### config.mk
export PLATFORM = sky130hd
export DESIGN_NAME = encoder_4_2_debounced
export DESIGN_NICKNAME = d
export VERILOG_FILES = /design/src/rtl/encoder_4_2_debounced_pkg.sv /design/src/rtl/encoder_4_2_debounced_sync_2ff.sv /design/src/rtl/encoder_4_2_debounced.sv
export SDC_FILE = /design/constraint.sdc
export NUM_CORES = 1
export LEC_CHECK = 0
export ABC_CLOCK_PERIOD_IN_PS = 2600
export BUFFER_PORTS_ARGS = -buffer_cell sky130_fd_sc_hd__buf_4
export CAP_MARGIN = 20
export CORE_UTILIZATION = 54
export DETAILED_ROUTE_END_ITERATION = 6
export PLACE_DENSITY = 0.77
export SLEW_MARGIN = 20
export SYNTH_ARGS = -nofsm -noshare
export SYNTH_HDL_FRONTEND = slang
export SYNTH_SLANG_ARGS = --single-unit
### constraint.sdc
create_clock -name clk -period 2.6 [get_ports clk]
set_input_delay 0.39 -clock clk [delete_from_list [all_inputs] [get_ports clk]]
set_output_delay 0.39 -clock clk [all_outputs]
set_load 0.02 [all_outputs]
### src/rtl/encoder_4_2_debounced_pkg.sv
//------------------------------------------------------------------------------
// Module  : encoder_4_2_debounced_pkg
// Brief   : State encodings, idle select pattern and encode helpers
// Revision: 1.0 - initial release
//------------------------------------------------------------------------------
`default_nettype none

package encoder_4_2_debounced_pkg;

    localparam logic [1:0] c_st_idle     = 2'd0;
    localparam logic [1:0] c_st_debounce = 2'd1;
    localparam logic [1:0] c_st_pressed  = 2'd2;
    localparam logic [1:0] c_st_wait_rel = 2'd3;

    localparam logic [3:0] c_sel_idle = 4'hF;

    function automatic logic is_one_low(input logic [3:0] s);
        logic [2:0] n;
        n = '0;
        for (int i = 0; i < 4; i++) begin
            n = n + {2'b00, ~s[i]};
        end
        return (n == 3'd1);
    endfunction

    // Same code mapping as the 2-to-4 select decoder: line i low -> code i.
    function automatic logic [1:0] low_index(input logic [3:0] s);
        logic [1:0] idx;
        idx = 2'd0;
        for (int i = 3; i >= 0; i--) begin
            if (!s[i]) begin
                idx = 2'(i);
            end
        end
        return idx;
    endfunction

endpackage

`default_nettype wire

### src/rtl/encoder_4_2_debounced_sync_2ff.sv
//------------------------------------------------------------------------------
// Module  : sync_2ff
// Brief   : Two-flop synchroniser with parameterised width and reset value
// Revision: 1.0 - initial release
//------------------------------------------------------------------------------
`default_nettype none

module sync_2ff #(
    parameter int               WIDTH   = 1,
    parameter logic [WIDTH-1:0] RST_VAL = '0
) (
    input  logic             clk,
    input  logic             reset,
    input  logic [WIDTH-1:0] d,
    output logic [WIDTH-1:0] q
);

    logic [WIDTH-1:0] r_meta;
    logic [WIDTH-1:0] r_sync;

    always_ff @(posedge clk or posedge reset) begin
        if (reset) begin
            r_meta <= RST_VAL;
            r_sync <= RST_VAL;
        end else begin
            r_meta <= d;
            r_sync <= r_meta;
        end
    end

    assign q = r_sync;

endmodule

`default_nettype wire

### src/rtl/encoder_4_2_debounced.sv
//------------------------------------------------------------------------------
// Module  : encoder_4_2_debounced
// Brief   : Debounced active-low one-hot to 2-bit encoder with valid/ack
// Revision: 1.0 - initial release
//------------------------------------------------------------------------------
`default_nettype none

module encoder_4_2_debounced
    import encoder_4_2_debounced_pkg::*;
#(
    parameter int DEBOUNCE_CYCLES = 250000
) (
    input  logic       clk,
    input  logic       reset,
    input  logic [3:0] sel_n,
    input  logic       ack,
    output logic [1:0] bcd,
    output logic       valid,
    output logic       err
);

    localparam int CNT_W = (DEBOUNCE_CYCLES > 1) ? $clog2(DEBOUNCE_CYCLES) : 1;
    localparam logic [CNT_W-1:0] c_cnt_last = CNT_W'(DEBOUNCE_CYCLES - 1);

    logic [3:0]       w_sync;
    logic [1:0]       r_state;
    logic [3:0]       r_sample;
    logic [CNT_W-1:0] r_cnt;
    logic [1:0]       r_bcd;
    logic             r_valid;
    logic             r_err;

    sync_2ff #(
        .WIDTH   (4),
        .RST_VAL (c_sel_idle)
    ) u_sync (
        .clk   (clk),
        .reset (reset),
        .d     (sel_n),
        .q     (w_sync)
    );

    always_ff @(posedge clk or posedge reset) begin
        if (reset) begin
            r_state  <= c_st_idle;
            r_sample <= c_sel_idle;
            r_cnt    <= '0;
            r_bcd    <= 2'b00;
            r_valid  <= 1'b0;
            r_err    <= 1'b0;
        end else begin
            r_err <= 1'b0;
            case (r_state)
                c_st_idle: begin
                    if (w_sync != c_sel_idle) begin
                        r_sample <= w_sync;
                        r_cnt    <= '0;
                        r_state  <= c_st_debounce;
                    end
                end
                c_st_debounce: begin
                    if (w_sync != r_sample) begin
                        if (w_sync == c_sel_idle) begin
                            r_state <= c_st_idle;
                        end else begin
                            r_sample <= w_sync;
                            r_cnt    <= '0;
                        end
                    end else if (r_cnt == c_cnt_last) begin
                        if (is_one_low(r_sample)) begin
                            r_bcd   <= low_index(r_sample);
                            r_valid <= 1'b1;
                            r_state <= c_st_pressed;
                        end else begin
                            // Restart the count so the release is debounced in full.
                            r_err   <= 1'b1;
                            r_cnt   <= '0;
                            r_state <= c_st_wait_rel;
                        end
                    end else begin
                        r_cnt <= r_cnt + 1'b1;
                    end
                end
                c_st_pressed: begin
                    if (ack) begin
                        r_valid <= 1'b0;
                        r_cnt   <= '0;
                        r_state <= c_st_wait_rel;
                    end
                end
                c_st_wait_rel: begin
                    if (w_sync != c_sel_idle) begin
                        r_cnt <= '0;
                    end else if (r_cnt == c_cnt_last) begin
                        r_state <= c_st_idle;
                    end else begin
                        r_cnt <= r_cnt + 1'b1;
                    end
                end
                default: r_state <= c_st_idle;
            endcase
        end
    end

    assign bcd   = r_bcd;
    assign valid = r_valid;
    assign err   = r_err;

endmodule

`default_nettype wire

==> implementation parameters, run 1 <==
Parameter                              Value

Logic synthesis
  Number of instances in the synthesized netlist    186
  Library cells used by synthesis    48
  Biggest area consumer among synthesized cells    sky130_fd_sc_hd__dfrtp_1
  Synthesized net count    about 200
  Top-area cell type share of the netlist area    0.323
  Most used flip-flop cell after synthesis    sky130_fd_sc_hd__dfrtp_1
  Proportion of synthesized flip-flops having asynchronous set or reset    1.00
  Largest cells by area after synthesis    sky130_fd_sc_hd__dfrtp_1 32%, sky130_fd_sc_hd__dfstp_2 17%, sky130_fd_sc_hd__nand3_1 5.4%, sky130_fd_sc_hd__nand2_1 4.4%, sky130_fd_sc_hd__or3_1 3.7%
  Number of flops mapped to enable cells by yosys    0
  Synthesized area per cell    10.0 um^2
  Count of synthesis-stage warnings from yosys    0
  Mapped Area    0.00186 mm^2
  Part of the Yosys area used for sequential elements    0.492
  Synth Register Bits    36

Placement
  Cell Area, Placed    0.00202 mm^2
  Count of buffers from port buffering    10
  Gpl congestion    0.822
  Post-DP HPWL    2550 um
  Worst slack, placed    -12.5 ps

CTS
  Number of buffers created by CTS    5
  Clock tree from TritonCTS    done
  CTS H-tree depth    2
  Count of hold-fix buffers inserted at cts    0
  Clock root cell    sky130_fd_sc_hd__clkbuf_4
  Clock Tree Buf Depth    2
  CTS sink cnt    36
  Worst-skew pair later-pin latency    360 ps
  Clock slew at the register clock pins of the worst setup and hold paths    120 ps

Die
  Vertical die dimension    around 61 um
  Number of placement rows    20
  Total core area    ~0.0032 mm^2
  Die extent in x    60.7 um
  Initial standard-cell utilization of the core    0.590
  I/O pin cnt    11
  Overall die area    0.00368 mm^2

Timing
  Maximum clock skew at final layout    11.5 ps
  Maximum clock frequency    379 MHz
  Final period utilization    1.01
  Count of final setup violators    6
  Crit path time final    2640 ps
  Slew at the pin closest to its max-slew limit    493 ps
  Worst rel slew slack    0.671
  Hold slack final    ~130 ps
  Final hold violation count    0
  Number of pins exceeding their max-slew limit in the final report    0
  Setup repair after global routing missed its margin    yes
  Setup slack of the critical path after layout    -38.8 ps

Cells and area
  Diode insertion count for antenna repair    0
  Cell area after layout    0.00220 mm^2
  Nets    221
  Area overhead of the layout relative to synthesis    18.4%
  Layout cell share with drive strength beyond 1    0.308

Worst setup path
  R2R cell count    12
  Worst Path Max Fanout    8
  Arrival time at the worst endpoint    between 2000 and 3000 ps
  Worst-case register-to-register setup slack    -40 ps
  Crit Reg-Reg Endpoint    r_cnt[14]
  Type of element launching the critical path    flip-flop
  Worst setup path start    r_sample[1]
  Worst r2r src    r_sample[1]
  Worst Setup End Kind    flip-flop
  Worst EP required    2900 ps
  Capturing instance or port of the critical path    r_cnt[14]
  Kind of critical path    flip-flop to flip-flop

Global routing
  First-pass GRT wire length    6470 um
  Overall routing resource usage    0.252
  GRT overflow    0
  Maximum number of pins on one net before global-route repair    37
  Via count of the first global-routing pass    1490
  Number of antenna violations at the first check in global routing    0

Route
  Final Routed Wirelength    3960 um
  Remaining antenna violation count after routing    0
  First-pass iteration count of the detailed router    4
  Vias after detailed routing    roughly 1500
  First DRT Iteration DRCs    84
  Via-to-Cell Ratio    approximately 6.0
  Wire per inst    about 16 um
  Post-route DRC    0

Outcome
  Failing checks    negative setup slack
  Result of the run    finished with violations

Power and ir drop
  Power density cells    515 mW/mm^2
  Largest voltage drop on the vdd net    0.000408 V
  Static leakage power    0.000910 uW

Worst hold path
  Class of the tightest hold or removal check    input port to async pin

Job
  Reported max-cap violation count    0
==> kinds of logic after synthesis <==
logic type,share of synthesized area
simple gates,0.258
flops,0.492
compound gates,0.119
buf+inv,0.0518
mux,0.0296
xor+xnor,0.0188
fa+ha+maj,0.0309
==> how the worst min path moves through the flow <==
stage,startpoint,end
3_5_place_dp,u_sync.r_meta[1],u_sync.q[1]
6_report,reset,r_cnt[8]
5_1_grt,sel_n[3],u_sync.r_meta[3]
4_1_cts,sel_n[1],u_sync.r_meta[1]
2_1_floorplan,u_sync.r_meta[0],u_sync.q[0]
3_3_place_gp,u_sync.r_meta[3],u_sync.q[3]
==> where the power goes <==
| group | internal, uW | switching, uW |
|---|---|---|
| sequential | 585 | 12.6 |
| combinational | 84.0 | 91.3 |
| clock | 162 | 201 |
==> sequential cells by signal, indices dropped and copies added, names as in the netlist, named ones only <==
signal / count
bcd: 2
err: 1
r_cnt: 18
r_sample: 4
r_state: 1
u_sync.q: 4
u_sync.r_meta: 4
valid: 1
==> critical path, stage by stage (launching register included) <==
cell,delay [ps]
sky130_fd_sc_hd__dfstp_2,560
sky130_fd_sc_hd__fa_1,440
sky130_fd_sc_hd__inv_2,80
sky130_fd_sc_hd__ha_4,130
sky130_fd_sc_hd__ha_4,190
sky130_fd_sc_hd__nor3b_2,200
sky130_fd_sc_hd__and4b_1,250
sky130_fd_sc_hd__a21oi_2,80
sky130_fd_sc_hd__o211ai_4,230
sky130_fd_sc_hd__buf_12,150
sky130_fd_sc_hd__buf_16,110
sky130_fd_sc_hd__nand2_1,60
sky130_fd_sc_hd__nand3_1,90
==> layout by cell type (no fill, tap or decap), drive strengths merged, types with 2 or more instances in the layout <==
cell / synthesis / routed
nor2: 3 / 3
clkbuf: 2 / 6
mux2: 4 / 4
nand3: 20 / 20
and3: 4 / 4
buf: 1 / 20
or2: 2 / 2
inv: 17 / 17
nor4: 2 / 2
dfstp: 12 / 12
o21ai: 13 / 13
or3: 12 / 12
or4: 3 / 3
o211ai: 3 / 3
xor2: 3 / 3
nand2: 22 / 22
dfrtp: 24 / 24
a21oi: 11 / 11
and4: 2 / 2
nand4: 3 / 3
ha: 3 / 3
nor3: 3 / 3
==> stage by stage <==
step,setup TNS [ps],utilization,std cells,power (uW)
finish,-127,0.699,255,1140
global route,-742,0.699,255,1180
CTS,-96.2,0.691,255,1130
detailed placement,-14.6,0.642,244,741
global placement,0,0.642,244,731
floorplan,0,-,186,692
==> Yosys cell counts, drive strengths merged (2+ instances only) <==
cell type   n
dfrtp      24
nand2      22
nand3      20
inv        17
o21ai      13
dfstp      12
or3        12
a21oi      11
and3        4
mux2        4
ha          3
nand4       3
nor2        3
nor3        3
o211ai      3
or4         3
xor2        3
and4        2
clkbuf      2
nor4        2
or2         2
==> layer usage <==
layer  wire (um)  up-vias  global-route usage
met2        1870       47               0.392
met3         232       10              0.0832
met1        1750      748               0.311
met5           0        -                   0
met4         104        0               0.140
li1            -      715                   -
==> what timing repair did <==
item	CTS	global route
pin swaps	7	3
gates resized for setup	10	9
gates cloned	1	0
setup endpoints to repair	16	17
buffers inserted	2	0
==> cell type report <==
cell class,count,area (um^2)
clock inverters,2,12.5
inverters,17,63.8
fillers,238,950
repair buffers,20,195
multi-input cells,130,898
flip-flops and latches,36,916
clock buffers,6,62.6
well taps,44,55.1
Note: power is estimated with default switching activity, not from simulation.
==> inputs of run 2 (changes only) <==
--- a/config.mk
+++ b/config.mk
@@ -14,4 +14,5 @@
 export SLEW_MARGIN = 20
 export SYNTH_ARGS = -nofsm -noshare
 export SYNTH_HDL_FRONTEND = slang
+export SYNTH_HIERARCHICAL = 1
 export SYNTH_SLANG_ARGS = --single-unit
==> implementation parameters, run 2 <==
Parameter                              Value

Placement
  Worst slack, placed    -102 ps (-89.8 ps)
  Cell Area, Placed    0.00211 mm^2 (+4.1%)
  Post-DP HPWL    2860 um (+12%)
  Placed cell count    249 (+2.0%)
  Gpl congestion    0.861 (+4.8%)
  Count of buffers from port buffering    10 (unchanged)

Die
  Vertical die dimension    61.1 um (+0.65%)
  Number of placement rows    21 (+5.0%)
  Die extent in x    61.1 um (+0.65%)
  Total core area    0.00334 mm^2 (+5.8%)
  Overall die area    0.00373 mm^2 (+1.3%)
  I/O pin cnt    11 (unchanged)
  Initial standard-cell utilization of the core    0.565 (-0.0250)

Logic synthesis
  Library cells used by synthesis    47 (-2.1%)
  Synthesized net count    193 (-2.0%)
  Most frequently used cell type in the post-synthesis netlist    sky130_fd_sc_hd__dfrtp_1
  Most used flip-flop cell after synthesis    sky130_fd_sc_hd__dfrtp_1
  Proportion of synthesized flip-flops having asynchronous set or reset    1.00 (unchanged)
  Synth Register Bits    36 (unchanged)
  Largest cells by area after synthesis    sky130_fd_sc_hd__dfrtp_1 32%, sky130_fd_sc_hd__dfstp_2 17%, sky130_fd_sc_hd__and3_1 3.6%, sky130_fd_sc_hd__nand2_1 3.4%, sky130_fd_sc_hd__a211o_1 3.3%
  Mapped Area    0.00189 mm^2 (+1.3%)
  Number of instances in the synthesized netlist    182 (-2.2%)
  Biggest area consumer among synthesized cells    sky130_fd_sc_hd__dfrtp_1
  Synthesized area per cell    10.4 um^2 (+3.6%)
  Top-area cell type share of the netlist area    0.319 (-0.00428)
  Number of flops mapped to enable cells by yosys    0 (unchanged)
  Post-synth top cells    24 x sky130_fd_sc_hd__dfrtp_1, 17 x sky130_fd_sc_hd__nand2_1
  Part of the Yosys area used for sequential elements    0.486 (-0.00653)
  Count of synthesis-stage warnings from yosys    6 (+6)

CTS
  Clock tree from TritonCTS    done
  Clock slew at the register clock pins of the worst setup and hold paths    110 ps (about the same)
  Count of hold-fix buffers inserted at cts    0 (unchanged)
  CTS sink cnt    36 (unchanged)
  Number of buffers created by CTS    5 (unchanged)
  Clock Tree Buf Depth    2 (unchanged)
  Worst-skew pair later-pin latency    360 ps (about the same)
  Clock root cell    sky130_fd_sc_hd__clkbuf_4
  CTS H-tree depth    2 (unchanged)

Route
  First DRT Iteration DRCs    118 (+40%)
  Post-route DRC    0 (unchanged)
  Wire per inst    15.1 um (-2.6%)
  Met3 routed WL    152 um (-34%)
  First-pass iteration count of the detailed router    4 (unchanged)
  Remaining antenna violation count after routing    0 (unchanged)
  Highest routing layer actually used    met4
  Routed met1 length    1770 um (+1.3%)
  Met2 WL    1910 um (+2.4%)
  Via-to-Cell Ratio    6.00 (+0.66%)
  Vias after detailed routing    1548 (+1.8%)
  Final Routed Wirelength    3900 um (-1.5%)

Power and ir drop
  Largest voltage drop on the vdd net    0.000391 V (-4.2%)
  Final Power    1190 uW (+5.2%)
  Power density cells    537 mW/mm^2 (+4.2%)
  Static leakage power    0.00109 uW (+20%)

Timing
  Worst rel slew slack    0.596 (-0.0756)
  Setup_tns    -648 ps (-521 ps)
  Crit path time final    2680 ps (+43.5 ps)
  Setup repair after global routing missed its margin    yes
  Maximum clock skew at final layout    9.71 ps (-1.75 ps)
  Final hold violation count    0 (unchanged)
  Number of pins exceeding their max-slew limit in the final report    0 (unchanged)
  Slew at the pin closest to its max-slew limit    602 ps (+109 ps)
  Maximum clock frequency    373 MHz (-1.6%)
  Count of final setup violators    16 (+10)
  Setup slack of the critical path after layout    -82.3 ps (-43.5 ps)
  Final period utilization    1.03 (+0.0167)

Global routing
  Maximum number of pins on one net before global-route repair    29 (-22%)
  Via count of the first global-routing pass    1493 (+0.20%)
  First-pass GRT wire length    6640 um (+2.5%)
  Number of antenna violations at the first check in global routing    0 (unchanged)
  GRT overflow    0 (unchanged)
  Overall routing resource usage    0.248 (-0.00428)

Cells and area
  Cell area after layout    0.00222 mm^2 (+0.97%)
  Nets    222 (+0.45%)
  Diode insertion count for antenna repair    0 (unchanged)
  Top reg by flops    r_cnt
  Layout cell share with drive strength beyond 1    0.316 (+0.00798)
  Commonest non-fill, non-tap cells in the layout    24 x sky130_fd_sc_hd__dfrtp_1, 24 x sky130_fd_sc_hd__buf_4, 16 x sky130_fd_sc_hd__nand2_1
  Final non-filler cell total    258 (+1.2%)
  Area overhead of the layout relative to synthesis    18.0%
  Number of flip-flops under the largest register name    18 (unchanged)

Worst setup path
  Worst Setup End Kind    flip-flop
  Worst setup path start    r_sample[0]
  Arrival time at the worst endpoint    2970 ps (+30 ps)
  Worst EP required    2890 ps (about the same)
  Type of element launching the critical path    flip-flop
  Worst Path Max Fanout    4 (-4)
  Worst r2r src    r_sample[0]
  Kind of critical path    flip-flop to flip-flop

Job
  Reported max-cap violation count    0 (unchanged)

Worst hold path
  Class of the tightest hold or removal check    input port to async pin

Outcome
  Failing checks    negative setup slack
  Result of the run    finished with violations
-- run 2: cell count changes in the layout (fill, tap and decap cells not counted), sizes merged, moves of 2 or more --
| cell | change |
|---|---|
| and3 | +8 |
| nor3 | +10 |
| nand3 | -8 |
| nand3b | +2 |
| a211o | +12 |
| a211oi | +2 |
| nand4 | +2 |
| nand2 | -5 |
| buf | +6 |
| or3 | -11 |
| inv | -7 |
| a21oi | -10 |
-- run 2: stage by stage --
stage	hold WS [ps]	utilization
3_3_place_gp	347	0.631
4_1_cts	116	0.663
2_1_floorplan	345	-
3_5_place_dp	347	0.631
6_report	104	0.667
5_1_grt	113	0.667
-- run 2: repair_timing --
item	4_1_cts	5_1_grt
resized for setup	3	5
endpoints found under the setup margin	15	21
pin swaps	8	1
setup buffers	0	1
-- run 2: worst paths after layout --
path / depth (start not counted) / slack [ps] / to
worst min-delay path: 3 / 100 / r_state[0]
worst max-delay path: 12 / -80 / r_cnt[8]
max in group asynchronous: 3 / 2180 / r_sample[0]
worst min register to register: 0 / 360 / u_sync/q[3]
min in group clk: 1 / 140 / u_sync/r_meta[1]
worst max register to register: 12 / -80 / r_cnt[8]
-- run 2: power breakdown --
part | switching (uW) | internal, uW | total (uW)
sequential | 12.3 | 585 | 597
combinational | 78.9 | 73.0 | 152
clock | 190 | 255 | 445
-- run 2: area by class of cell --
type | count | area, um^2
Clock buffer | 7 | 65.1
Clock inverter | 1 | 30.0
Fill cell | 257 | 1110
Inverter | 10 | 40.0
Multi-Input combinational cell | 132 | 913
Sequential cell | 36 | 916
Tap cell | 46 | 57.6
Timing Repair Buffer | 26 | 203
-- run 2: cells by family after synthesis --
| logic type | Yosys count | share of synthesized area |
|---|---|---|
| buffers and inverters | 14 | 0.0385 |
| flip-flops | 36 | 0.486 |
| AO/OA/AOI/OAI | 39 | 0.149 |
| AND/OR/NAND/NOR | 82 | 0.260 |
| adder cells (fa/ha/maj) | 4 | 0.0305 |
| multiplexers | 3 | 0.0179 |
| XOR/XNOR | 4 | 0.0186 |
-- run 2: layer usage --
layer | track usage | vias to the layer above
met5 | 0 | -
met4 | 0.107 | 0
met3 | 0.0735 | 6
met2 | 0.393 | 38
met1 | 0.317 | 759
li1 | - | 745
-- run 2: worst max-delay path, cell delays in order, from the launching register on --
cell                       delay (ps)
sky130_fd_sc_hd__dfstp_2          390
sky130_fd_sc_hd__fa_1             530
sky130_fd_sc_hd__inv_1             40
sky130_fd_sc_hd__ha_1             170
sky130_fd_sc_hd__ha_1             270
sky130_fd_sc_hd__or3b_4           420
sky130_fd_sc_hd__nor2_4            90
sky130_fd_sc_hd__a21boi_2          70
sky130_fd_sc_hd__nor3b_4          180
sky130_fd_sc_hd__or2_1            160
sky130_fd_sc_hd__buf_6            120
sky130_fd_sc_hd__inv_4             30
sky130_fd_sc_hd__a31oi_1          150
